**config.mk**
```make
export PLATFORM = sky130hd
export DESIGN_NAME = trap_ctrl_flat
export DESIGN_NICKNAME = d
export VERILOG_FILES = /design/src/rtl/trap_ctrl_if.sv /design/src/rtl/trap_ctrl.sv /design/src/flat_wrapper.sv
export SDC_FILE = /design/constraint.sdc
export NUM_CORES = 1
export LEC_CHECK = 0
export ABC_AREA = 1
export ABC_CLOCK_PERIOD_IN_PS = 1340
export BUFFER_PORTS_ARGS = -buffer_cell sky130_fd_sc_hd__buf_2
export CORE_AREA = 5 5 152 154
export CTS_BUF_LIST = sky130_fd_sc_hd__clkbuf_8
export DETAILED_ROUTE_END_ITERATION = 8
export DIE_AREA = 0 0 157 159
export PLACE_DENSITY_LB_ADDON = 0.08
export SYNTH_ARGS = -nofsm -noshare
export SYNTH_HDL_FRONTEND = slang
export SYNTH_SLANG_ARGS = --single-unit
```
**constraint.sdc**
```tcl
create_clock -name clk_i -period 1.34 [get_ports clk_i]
set_input_delay 0.067 -clock clk_i [delete_from_list [all_inputs] [get_ports clk_i]]
set_output_delay 0.067 -clock clk_i [all_outputs]
set_load 0.005 [all_outputs]
```
**src/rtl/trap_ctrl_if.sv**
```systemverilog
`default_nettype none
// ============================================================================
//  Module      : trap_ctrl_if
//  Description : Commit-stage request bundle and CSR exception write port
//                shared between the pipeline (master) and the trap
//                controller (slave).
//                Inputs to the controller: valid_i, pc_i, instr_i, exc_i,
//                badaddr_i, mret_i, irq_i, mstatus_i, mie_i, mepc_i,
//                mcause_i, mtval_i.
//                Outputs from the controller: we_exc_o, mcause_o, mepc_o,
//                mtval_o, mstatus_o, aux_o, flush_o, busy_o.
//  Revision    : 1.0 - initial release
// ============================================================================
interface trap_ctrl_if #(
    parameter int XLEN = 32
);
    // Commit-stage request and current CSR state
    logic            valid_i;
    logic [XLEN-1:0] pc_i;
    logic [XLEN-1:0] instr_i;
    logic [5:0]      exc_i;
    logic [XLEN-1:0] badaddr_i;
    logic            mret_i;
    logic [2:0]      irq_i;
    logic [XLEN-1:0] mstatus_i;
    logic [XLEN-1:0] mie_i;
    logic [XLEN-1:0] mepc_i;
    logic [XLEN-1:0] mcause_i;
    logic [XLEN-1:0] mtval_i;

    // CSR exception write port and pipeline control
    logic            we_exc_o;
    logic [XLEN-1:0] mcause_o;
    logic [XLEN-1:0] mepc_o;
    logic [XLEN-1:0] mtval_o;
    logic [XLEN-1:0] mstatus_o;
    logic            aux_o;
    logic            flush_o;
    logic            busy_o;

    modport master (
        output valid_i, pc_i, instr_i, exc_i, badaddr_i, mret_i, irq_i,
               mstatus_i, mie_i, mepc_i, mcause_i, mtval_i,
        input  we_exc_o, mcause_o, mepc_o, mtval_o, mstatus_o,
               aux_o, flush_o, busy_o
    );

    modport slave (
        input  valid_i, pc_i, instr_i, exc_i, badaddr_i, mret_i, irq_i,
               mstatus_i, mie_i, mepc_i, mcause_i, mtval_i,
        output we_exc_o, mcause_o, mepc_o, mtval_o, mstatus_o,
               aux_o, flush_o, busy_o
    );
endinterface
`default_nettype wire

```
**src/rtl/trap_ctrl.sv**
```systemverilog
`default_nettype none
// ============================================================================
//  Module      : trap_ctrl
//  Description : Trap/exception controller. Samples the committing
//                instruction, prioritises interrupts over synchronous
//                exceptions over MRET, and issues a one-cycle CSR exception
//                write followed by FLUSH_CYCLES drain cycles while the
//                pipeline is stalled.
//  Ports       : clk_i  - clock
//                rst_ni - asynchronous active-low reset
//                bus    - trap_ctrl_if.slave (commit request in, CSR write
//                         data / aux / flush / busy out)
//  Options     : TRAP_MTVAL_EN - when defined, mtval carries the faulting
//                address / instruction / pc; otherwise traps write 0.
//  Revision    : 1.0 - initial release
// ============================================================================
module trap_ctrl #(
    parameter int FLUSH_CYCLES = 2,
    parameter int XLEN         = 32
) (
    input  wire logic   clk_i,
    input  wire logic   rst_ni,
    trap_ctrl_if.slave  bus
);

    localparam int CNT_W = (FLUSH_CYCLES > 0) ? $clog2(FLUSH_CYCLES + 1) : 1;

    typedef enum logic [1:0] {
        ST_IDLE   = 2'd0,
        ST_COMMIT = 2'd1,
        ST_DRAIN  = 2'd2
    } state_t;

    state_t          r_state;
    state_t          w_state_nxt;
    logic [CNT_W-1:0] r_cnt;

    logic [2:0]      w_irq_pend;
    logic            w_trap;
    logic            w_req;
    logic            w_accept;
    logic [XLEN-1:0] w_cause;
    logic [XLEN-1:0] w_tval;
    logic [XLEN-1:0] w_mstatus_trap;
    logic [XLEN-1:0] w_mstatus_mret;

    logic            r_we;
    logic            r_flush;
    logic            r_busy;
    logic            r_aux;
    logic [XLEN-1:0] r_mcause;
    logic [XLEN-1:0] r_mepc;
    logic [XLEN-1:0] r_mtval;
    logic [XLEN-1:0] r_mstatus;

    // Pending interrupts, bit order {external, software, timer}
    assign w_irq_pend = bus.irq_i
                      & {bus.mie_i[11], bus.mie_i[3], bus.mie_i[7]}
                      & {3{bus.mstatus_i[3]}};
    assign w_trap     = (|w_irq_pend) || (|bus.exc_i);
    assign w_req      = bus.valid_i && (w_trap || bus.mret_i);
    assign w_accept   = (r_state == ST_IDLE) && w_req;

    // Cause selection in priority order; exc_i bit order already matches
    // the synchronous exception priority.
    always_comb begin
        w_cause = '0;
        if      (w_irq_pend[2]) w_cause = {1'b1, (XLEN-1)'(11)};
        else if (w_irq_pend[1]) w_cause = {1'b1, (XLEN-1)'(3)};
        else if (w_irq_pend[0]) w_cause = {1'b1, (XLEN-1)'(7)};
        else if (bus.exc_i[0])  w_cause = XLEN'(0);
        else if (bus.exc_i[1])  w_cause = XLEN'(2);
        else if (bus.exc_i[2])  w_cause = XLEN'(3);
        else if (bus.exc_i[3])  w_cause = XLEN'(11);
        else if (bus.exc_i[4])  w_cause = XLEN'(4);
        else if (bus.exc_i[5])  w_cause = XLEN'(6);
    end

`ifdef TRAP_MTVAL_EN
    // Interrupts and ecall leave mtval at zero.
    always_comb begin
        w_tval = '0;
        if (w_irq_pend == 3'b000) begin
            if      (bus.exc_i[0]) w_tval = bus.badaddr_i;
            else if (bus.exc_i[1]) w_tval = bus.instr_i;
            else if (bus.exc_i[2]) w_tval = bus.pc_i;
            else if (bus.exc_i[3]) w_tval = '0;
            else if (bus.exc_i[4]) w_tval = bus.badaddr_i;
            else if (bus.exc_i[5]) w_tval = bus.badaddr_i;
        end
    end

    logic w_unused;
    assign w_unused = ^bus.mie_i;
`else
    assign w_tval = '0;

    logic w_unused;
    assign w_unused = ^{bus.mie_i, bus.badaddr_i, bus.instr_i};
`endif

    // Trap entry: MPIE <= MIE, MIE <= 0, MPP <= M
    always_comb begin
        w_mstatus_trap        = bus.mstatus_i;
        w_mstatus_trap[7]     = bus.mstatus_i[3];
        w_mstatus_trap[3]     = 1'b0;
        w_mstatus_trap[12:11] = 2'b11;
    end

    // MRET: MIE <= MPIE, MPIE <= 1, MPP <= M
    always_comb begin
        w_mstatus_mret        = bus.mstatus_i;
        w_mstatus_mret[3]     = bus.mstatus_i[7];
        w_mstatus_mret[7]     = 1'b1;
        w_mstatus_mret[12:11] = 2'b11;
    end

    always_comb begin
        w_state_nxt = r_state;
        case (r_state)
            ST_IDLE:   if (w_req) w_state_nxt = ST_COMMIT;
            ST_COMMIT: w_state_nxt = (FLUSH_CYCLES == 0) ? ST_IDLE : ST_DRAIN;
            ST_DRAIN:  if (r_cnt <= CNT_W'(1)) w_state_nxt = ST_IDLE;
            default:   w_state_nxt = ST_IDLE;
        endcase
    end

    always_ff @(posedge clk_i or negedge rst_ni) begin
        if (!rst_ni) begin
            r_state <= ST_IDLE;
            r_cnt   <= '0;
        end else begin
            r_state <= w_state_nxt;
            // Loaded at acceptance, decremented only while draining
            if (w_accept)
                r_cnt <= CNT_W'(FLUSH_CYCLES);
            else if (r_state == ST_DRAIN)
                r_cnt <= r_cnt - 1'b1;
        end
    end

    always_ff @(posedge clk_i or negedge rst_ni) begin
        if (!rst_ni) begin
            r_we      <= 1'b0;
            r_flush   <= 1'b0;
            r_busy    <= 1'b0;
            r_aux     <= 1'b0;
            r_mcause  <= '0;
            r_mepc    <= '0;
            r_mtval   <= '0;
            r_mstatus <= '0;
        end else begin
            r_we    <= w_accept;
            r_flush <= w_accept;
            r_busy  <= (w_state_nxt != ST_IDLE);
            if (w_accept) begin
                if (w_trap) begin
                    r_aux     <= 1'b0;
                    r_mcause  <= w_cause;
                    r_mepc    <= {bus.pc_i[XLEN-1:2], 2'b00};
                    r_mtval   <= w_tval;
                    r_mstatus <= w_mstatus_trap;
                end else begin
                    // MRET passes CSRs through so the write is a no-op on them
                    r_aux     <= 1'b1;
                    r_mcause  <= bus.mcause_i;
                    r_mepc    <= bus.mepc_i;
                    r_mtval   <= bus.mtval_i;
                    r_mstatus <= w_mstatus_mret;
                end
            end else if (w_state_nxt == ST_IDLE) begin
                r_aux <= 1'b0;
            end
        end
    end

    assign bus.we_exc_o  = r_we;
    assign bus.flush_o   = r_flush;
    assign bus.busy_o    = r_busy;
    assign bus.aux_o     = r_aux;
    assign bus.mcause_o  = r_mcause;
    assign bus.mepc_o    = r_mepc;
    assign bus.mtval_o   = r_mtval;
    assign bus.mstatus_o = r_mstatus;

endmodule
`default_nettype wire
```
**src/flat_wrapper.sv**
```systemverilog
// flat-port wrapper written by rule: the top's interface ports become plain ports
module trap_ctrl_flat 
#(
    parameter int FLUSH_CYCLES = 2,
    parameter int XLEN         = 32
)
  (clk_i, rst_ni, bus_valid_i, bus_pc_i, bus_instr_i, bus_exc_i, bus_badaddr_i, bus_mret_i, bus_irq_i, bus_mstatus_i, bus_mie_i, bus_mepc_i, bus_mcause_i, bus_mtval_i, bus_we_exc_o, bus_mcause_o, bus_mepc_o, bus_mtval_o, bus_mstatus_o, bus_aux_o, bus_flush_o, bus_busy_o);
  trap_ctrl_if #(.XLEN(XLEN)) bus_i ();
  input  wire logic clk_i;
  input  wire logic rst_ni;
  input wire logic [$bits(bus_i.valid_i)-1:0] bus_valid_i;
  input wire logic [$bits(bus_i.pc_i)-1:0] bus_pc_i;
  input wire logic [$bits(bus_i.instr_i)-1:0] bus_instr_i;
  input wire logic [$bits(bus_i.exc_i)-1:0] bus_exc_i;
  input wire logic [$bits(bus_i.badaddr_i)-1:0] bus_badaddr_i;
  input wire logic [$bits(bus_i.mret_i)-1:0] bus_mret_i;
  input wire logic [$bits(bus_i.irq_i)-1:0] bus_irq_i;
  input wire logic [$bits(bus_i.mstatus_i)-1:0] bus_mstatus_i;
  input wire logic [$bits(bus_i.mie_i)-1:0] bus_mie_i;
  input wire logic [$bits(bus_i.mepc_i)-1:0] bus_mepc_i;
  input wire logic [$bits(bus_i.mcause_i)-1:0] bus_mcause_i;
  input wire logic [$bits(bus_i.mtval_i)-1:0] bus_mtval_i;
  output wire logic [$bits(bus_i.we_exc_o)-1:0] bus_we_exc_o;
  output wire logic [$bits(bus_i.mcause_o)-1:0] bus_mcause_o;
  output wire logic [$bits(bus_i.mepc_o)-1:0] bus_mepc_o;
  output wire logic [$bits(bus_i.mtval_o)-1:0] bus_mtval_o;
  output wire logic [$bits(bus_i.mstatus_o)-1:0] bus_mstatus_o;
  output wire logic [$bits(bus_i.aux_o)-1:0] bus_aux_o;
  output wire logic [$bits(bus_i.flush_o)-1:0] bus_flush_o;
  output wire logic [$bits(bus_i.busy_o)-1:0] bus_busy_o;
  assign bus_i.valid_i = bus_valid_i;
  assign bus_i.pc_i = bus_pc_i;
  assign bus_i.instr_i = bus_instr_i;
  assign bus_i.exc_i = bus_exc_i;
  assign bus_i.badaddr_i = bus_badaddr_i;
  assign bus_i.mret_i = bus_mret_i;
  assign bus_i.irq_i = bus_irq_i;
  assign bus_i.mstatus_i = bus_mstatus_i;
  assign bus_i.mie_i = bus_mie_i;
  assign bus_i.mepc_i = bus_mepc_i;
  assign bus_i.mcause_i = bus_mcause_i;
  assign bus_i.mtval_i = bus_mtval_i;
  assign bus_we_exc_o = bus_i.we_exc_o;
  assign bus_mcause_o = bus_i.mcause_o;
  assign bus_mepc_o = bus_i.mepc_o;
  assign bus_mtval_o = bus_i.mtval_o;
  assign bus_mstatus_o = bus_i.mstatus_o;
  assign bus_aux_o = bus_i.aux_o;
  assign bus_flush_o = bus_i.flush_o;
  assign bus_busy_o = bus_i.busy_o;
  trap_ctrl #(.FLUSH_CYCLES(FLUSH_CYCLES), .XLEN(XLEN)) u_core (.clk_i(clk_i), .rst_ni(rst_ni), .bus(bus_i));
endmodule
```
Yosys cells after proc, flatten, opt, wreduce, memory -nomap -nowiden. Cells that the tools add are included. W data, S select, Z words.

Bits in registers: 135. Bits of input ports: 269. Output and inout bits: 132. Word-level logic and storage cells: 47.

Add/sub/neg operators: 1. Order comparisons: 1. Equal/unequal tests: 2. Muxes and demuxes: 21. Bitwise gates (word level): 2. Reduce and logical (&&, ||, !) cells: 11.

Operators by type and width (number): $mux W32 (11); $mux W2 (4); $mux W8 (1); $and A3 B3 Y3 (2); $pmux W2 S3 (1); $reduce_bool A2 Y1 (3); $reduce_or A6 Y1 (1); $logic_not A2 Y1 (2); $mux W1 (3); $mux W3 (1); $reduce_or A3 Y1 (1); $eq A2 B1 Y1 const B (1); $eq A2 B2 Y1 const B (1); $le A2 B1 Y1 const B (1); $logic_and A1 B1 Y1 (2); $logic_or A1 B1 Y1 (2); $sub A2 B1 Y2 const B (1).

Logic depth before layout (Yosys ltp).
Word-level depth: 11. Gate-level depth with buffers: 9. Mapped depth without buffers: 8.

Worst setup path before layout. OpenSTA, ideal clock, no wires.

Path kind: reg2reg. Start point: reg u_core.r_state[0]. End point: reg u_core.r_mcause[28], in the netlist u_core.bus.mcause_o[28]. Setup time: 0.132 ns. Arrival: 1.090 ns. Data required time: 1.208 ns. Path slack: 0.119 ns. Stages on the path, launching flop included: 9. Path buffers: 2. Period minus slack after synthesis: 1.221 ns. Cells stage by stage: dfrtp_1 > inv_1 > nand2_1 > nor2_1 > nand2_4 > buf_8 > buf_6 > nand2_1 > o21ai_0.

Longest elaborated chain between the ends: 2.

RTL lines: from (decl) (RTL line trap_ctrl.sv:34) `state_t r_state;`; from (signal assigned) (RTL line trap_ctrl.sv:133) `r_state <= w_state_nxt;`; $logic_not A2 Y1 (RTL line trap_ctrl.sv:62) `assign w_accept = (r_state == ST_IDLE) && w_req;`; $logic_and A1 B1 Y1 (RTL line trap_ctrl.sv:62); to (signal assigned) (RTL line trap_ctrl.sv:159) `r_mcause <= w_cause;`; to (signal assigned) (RTL line trap_ctrl.sv:166) `r_mcause <= bus.mcause_i;`; to (decl) (RTL line trap_ctrl.sv:51) `logic [XLEN-1:0] r_mcause;`.

No other way between the ends. A chain may end at the register's enable or synchronous reset.

Final worst setup path.
Start point: reg u_core.r_state[0]. End point: reg u_core.r_mcause[4], in the netlist u_core.bus.mcause_o[4].

The elaborated chain is that of the path after synthesis.

==> metrics.md <==
| Metric | Value |
|---|---|
| Worst r2r dst | `u_core.bus.mcause_o[4]$_DFFE_PN0P_` |
| Number of cells produced by synthesis | `711` |
| WP buf/inv | `3` |
| Post-route clock skew | `0.00667 ns` |
| Worst EP required | `1.66 ns` |
| Synth Register Bits | `134` |
| Largest cells by area after synthesis | `sky130_fd_sc_hd__dfrtp_1 58%, sky130_fd_sc_hd__nand2_1 27%, sky130_fd_sc_hd__o21ai_1 3.4%` |
| Die Y | `159 microns` |
| Highest-delay cell along the critical path | `sky130_fd_sc_hd__dfrtp_1` |
| Iter 0 DRT Violations | `326` |
| I/O pins | `401` |
| Total track usage | `16.3%` |
| Num CTS Buffers | `17` |
| Outcome | `finished clean` |
| Slowest Stage Delay on Critical Path | `0.37 ns` |
| Worst slew pin tran | `0.566 ns` |
| Clock net sink count | `134` |
| Total power draw | `14300 uW` |
| Routed WL | `22.6 mm` |
| Insertion delay of the later-clocked pin in the worst-skew pair | `0.43 ns` |
| Worst Setup Start Kind | `flip-flop` |
| WHS Path Cells | `4` |
| Maximum clock frequency | `752 MHz` |
| Final RePlAce weighted congestion | `0.729` |
| Origin of the critical flop-to-flop path | `u_core.r_state[0]$_DFF_PN0_` |
| Startpoint-to-endpoint class of the critical path | `flip-flop to flip-flop` |
| Number of hold violations in the final report | `0` |
| Power per standard cell area | `1400 nW/um^2` |
| Number of placement rows | `54` |
| Final Cycle Share | `99.2%` |
| Cell-by-cell trace of the critical path | `inv_2 > nand2_2 > nor2_2 > buf_6 > nand2_8 > clkbuf_16 > nand2_1 > o21ai_1` |
| Leading cell types in the layout, fill and taps excluded | `397 x sky130_fd_sc_hd__nand2_1, 302 x sky130_fd_sc_hd__buf_2, 156 x sky130_fd_sc_hd__dlygate4sd3_1` |
| Critical Path Sink Type | `flip-flop` |
| Cell type with the largest total area after synthesis | `sky130_fd_sc_hd__dfrtp_1` |
| Overall via count from detail_route | `6235` |
| Most common cell after layout, fill and taps aside | `sky130_fd_sc_hd__nand2_1` |
| Post-layout net count | `1467` |
| Detail Placement HPWL | `13.7 mm` |
| Total DRC errors in the routed layout | `0` |
| Reported max-cap violation count | `0` |
| RSZ-0062 raised after global routing | `yes` |
| Clock-pin slew on the worst setup and hold paths | `0.07 ns` |
| Total number of yosys warnings | `0` |
| Crit-path leading delay family | `buffers and inverters` |
| Max clock buf depth | `2` |
| Global-route wire length before repair | `32.7 mm` |
| First-pass iteration count of the detailed router | `4` |
| Worst Hold Class | `input pin to flip-flop` |
| Effective utilization at floorplan | `27.0%` |
| Area growth from synthesis to layout | `75.2%` |
| Worst Hold End | `u_core.bus.mstatus_o[7]$_DFFE_PN0P_` |
| Total inserted antenna cells | `0` |
| Max FO, Critical Path | `13` |
| Post-synth design cell area | `5830 sq um` |
| Die X-Extent | `157 microns` |
| Post-synth net total | `981` |
| CTS tree | `done` |
| Largest net degree at the start of global routing | `95` |
| Hold path startpoint | `bus_mstatus_i[3]` |
| Share of post-route cells with drive strength above 1 | `35.4%` |
| Root buffer selected by CTS | `sky130_fd_sc_hd__clkbuf_8` |
| H-tree level count | `4` |
| Input/output buffers | `303` |
| Area of the die | `25000 sq um` |
| Routed via count divided by cell count | `4.19` |
| Area of the core | `21600 sq um` |
| Reg2Reg Setup Slack | `0.01 ns` |
| Fin. max-slew vios | `0` |
| Register-to-Register Path Depth | `8` |
| Average cell area after synthesis | `8.20 sq um` |
| Buffer count from post-CTS setup fixing | `0` |
| Worst-case vdd ir drop | `576 uV` |
| Data arrival time at the worst-slack endpoint | `1.65 ns` |
| GRT Residual Overflow | `0` |
| Clock period minus final worst setup slack | `1.33 ns` |
| Filler cells | `2063` |
| Post-synthesis sequential area ratio | `57.5%` |
| Final routed wire length divided by cell count | `15.2 microns` |
| Leakage Power | `0.00548 uW` |
| Number of nets still failing antenna checks after routing | `0` |
| Unique masters post-synth | `21` |
| Top cell type's share of synthesized area | `57.5%` |
| Final core utilization | `47.4%` |
| Vias in the first global route | `6372` |
| Number of antenna violations at the first check in global routing | `0` |
| Relative slew slack | `62.3%` |
| Final setup violation count | `0` |
==> how the worst max path moves through the flow <==
stage | from | end | cells after the start
6_report | u_core.r_state[0]$_DFF_PN0_ | u_core.bus.mcause_o[4]$_DFFE_PN0P_ | 8
5_1_grt | u_core.r_state[0]$_DFF_PN0_ | u_core.bus.mepc_o[22]$_DFFE_PN0P_ | 9
4_1_cts | u_core.r_state[0]$_DFF_PN0_ | u_core.bus.mcause_o[24]$_DFFE_PN0P_ | 7
3_5_place_dp | bus_exc_i[5] | u_core.bus.mcause_o[24]$_DFFE_PN0P_ | 8
3_3_place_gp | bus_mstatus_i[3] | u_core.bus.mepc_o[29]$_DFFE_PN0P_ | 11
2_1_floorplan | u_core.r_state[0]$_DFF_PN0_ | u_core.bus.mcause_o[28]$_DFFE_PN0P_ | 8
==> final cells by class <==
type                    instances  area [sq um]  share of cell area (%)
repair buffers                507          3800                    37.2
flip-flops and latches        134          3350                    32.8
multi-input cells             521          2240                    22.0
well taps                     280           350                    3.43
clock buffers                  19           262                    2.56
clock inverters                12           129                    1.26
inverters                      16          72.6                   0.711
==> logic make-up after synthesis <==
group	share of synthesized area (%)
adder cells (fa/ha/maj)	0.215
buffers and inverters	6.55
flip-flops	57.5
AND/OR/NAND/NOR	29.4
AO/OA/AOI/OAI	6.27
==> per-layer routing <==
| layer | vias to the layer above | global-route usage, % | part of all wire [%] | routed length, microns |
|---|---|---|---|---|
| met5 | - | 0 | 0 | 0 |
| met4 | 0 | 5.84 | 1.8 | 417 |
| met3 | 25 | 4.57 | 6.9 | 1560 |
| met2 | 223 | 26.9 | 48 | 10900 |
| met1 | 2814 | 20.2 | 43 | 9750 |
| li1 | 3173 | - | - | - |
==> registers in the layout, indices dropped and copies added (netlist names) <==
signal,flops
u_core.bus.aux_o,1
u_core.bus.busy_o,1
u_core.bus.mcause_o,32
u_core.bus.mepc_o,32
u_core.bus.mstatus_o,31
u_core.bus.mtval_o,32
u_core.bus.we_exc_o,1
u_core.r_cnt,2
u_core.r_state,2
==> through the flow <==
stage / worst slack (ns) / area [sq um] / cells / hold WS (ns) / setup TNS, ns
2_1_floorplan: 0.119 / 5830 / 711 / -0.229 / 0
3_3_place_gp: -0.0749 / 7800 / 1286 / 0.159 / -2.54
3_5_place_dp: -0.0696 / 7800 / 1286 / 0.154 / -2.71
4_1_cts: 0.00479 / 9750 / 1473 / 0.0417 / 0
5_1_grt: -0.0929 / 10200 / 1489 / 0.0527 / -6.52
6_report: 0.0107 / 10200 / 1489 / 0.0790 / 0
==> report_power, final <==
part | leakage [uW] | switching (uW) | internal [uW] | total (uW)
logic | 0.00352 | 2720 | 2510 | 5230
clock network | 0.000200 | 1640 | 1740 | 3390
registers | 0.00175 | 558 | 5120 | 5680
total | 0.00548 | 4920 | 9380 | 14300
==> worst min-delay path, stage by stage <==
cell and delay (ns):
sky130_fd_sc_hd__buf_2 0.13, sky130_fd_sc_hd__buf_4 0.11, sky130_fd_sc_hd__nor2_1 0.04, sky130_fd_sc_hd__o21ai_1 0.11
==> repair_timing <==
item / CTS / global route
hold endpoints to repair: 259 / 0
gates cloned: 0 / 16
setup endpoints to repair: 13 / 127
hold buffers: 156 / 0
resized for setup: 1 / 70
==> cell usage after synthesis <==
master                     instances
sky130_fd_sc_hd__a21oi_1           1
sky130_fd_sc_hd__buf_2            17
sky130_fd_sc_hd__buf_4             7
sky130_fd_sc_hd__buf_6            14
sky130_fd_sc_hd__buf_8             1
sky130_fd_sc_hd__clkbuf_1          3
sky130_fd_sc_hd__dfrtp_1         134
sky130_fd_sc_hd__ha_1              1
sky130_fd_sc_hd__inv_1            15
sky130_fd_sc_hd__inv_2             1
sky130_fd_sc_hd__nand2_1         422
sky130_fd_sc_hd__nand2_4           1
sky130_fd_sc_hd__nand3_1           8
sky130_fd_sc_hd__nand3_2           1
sky130_fd_sc_hd__nor2_1            9
sky130_fd_sc_hd__nor2_2            4
sky130_fd_sc_hd__nor2_4            1
sky130_fd_sc_hd__o211ai_1          1
sky130_fd_sc_hd__o21ai_0          29
sky130_fd_sc_hd__o21ai_1          40
sky130_fd_sc_hd__o21bai_1          1
Power figures use the tool's default switching activity.
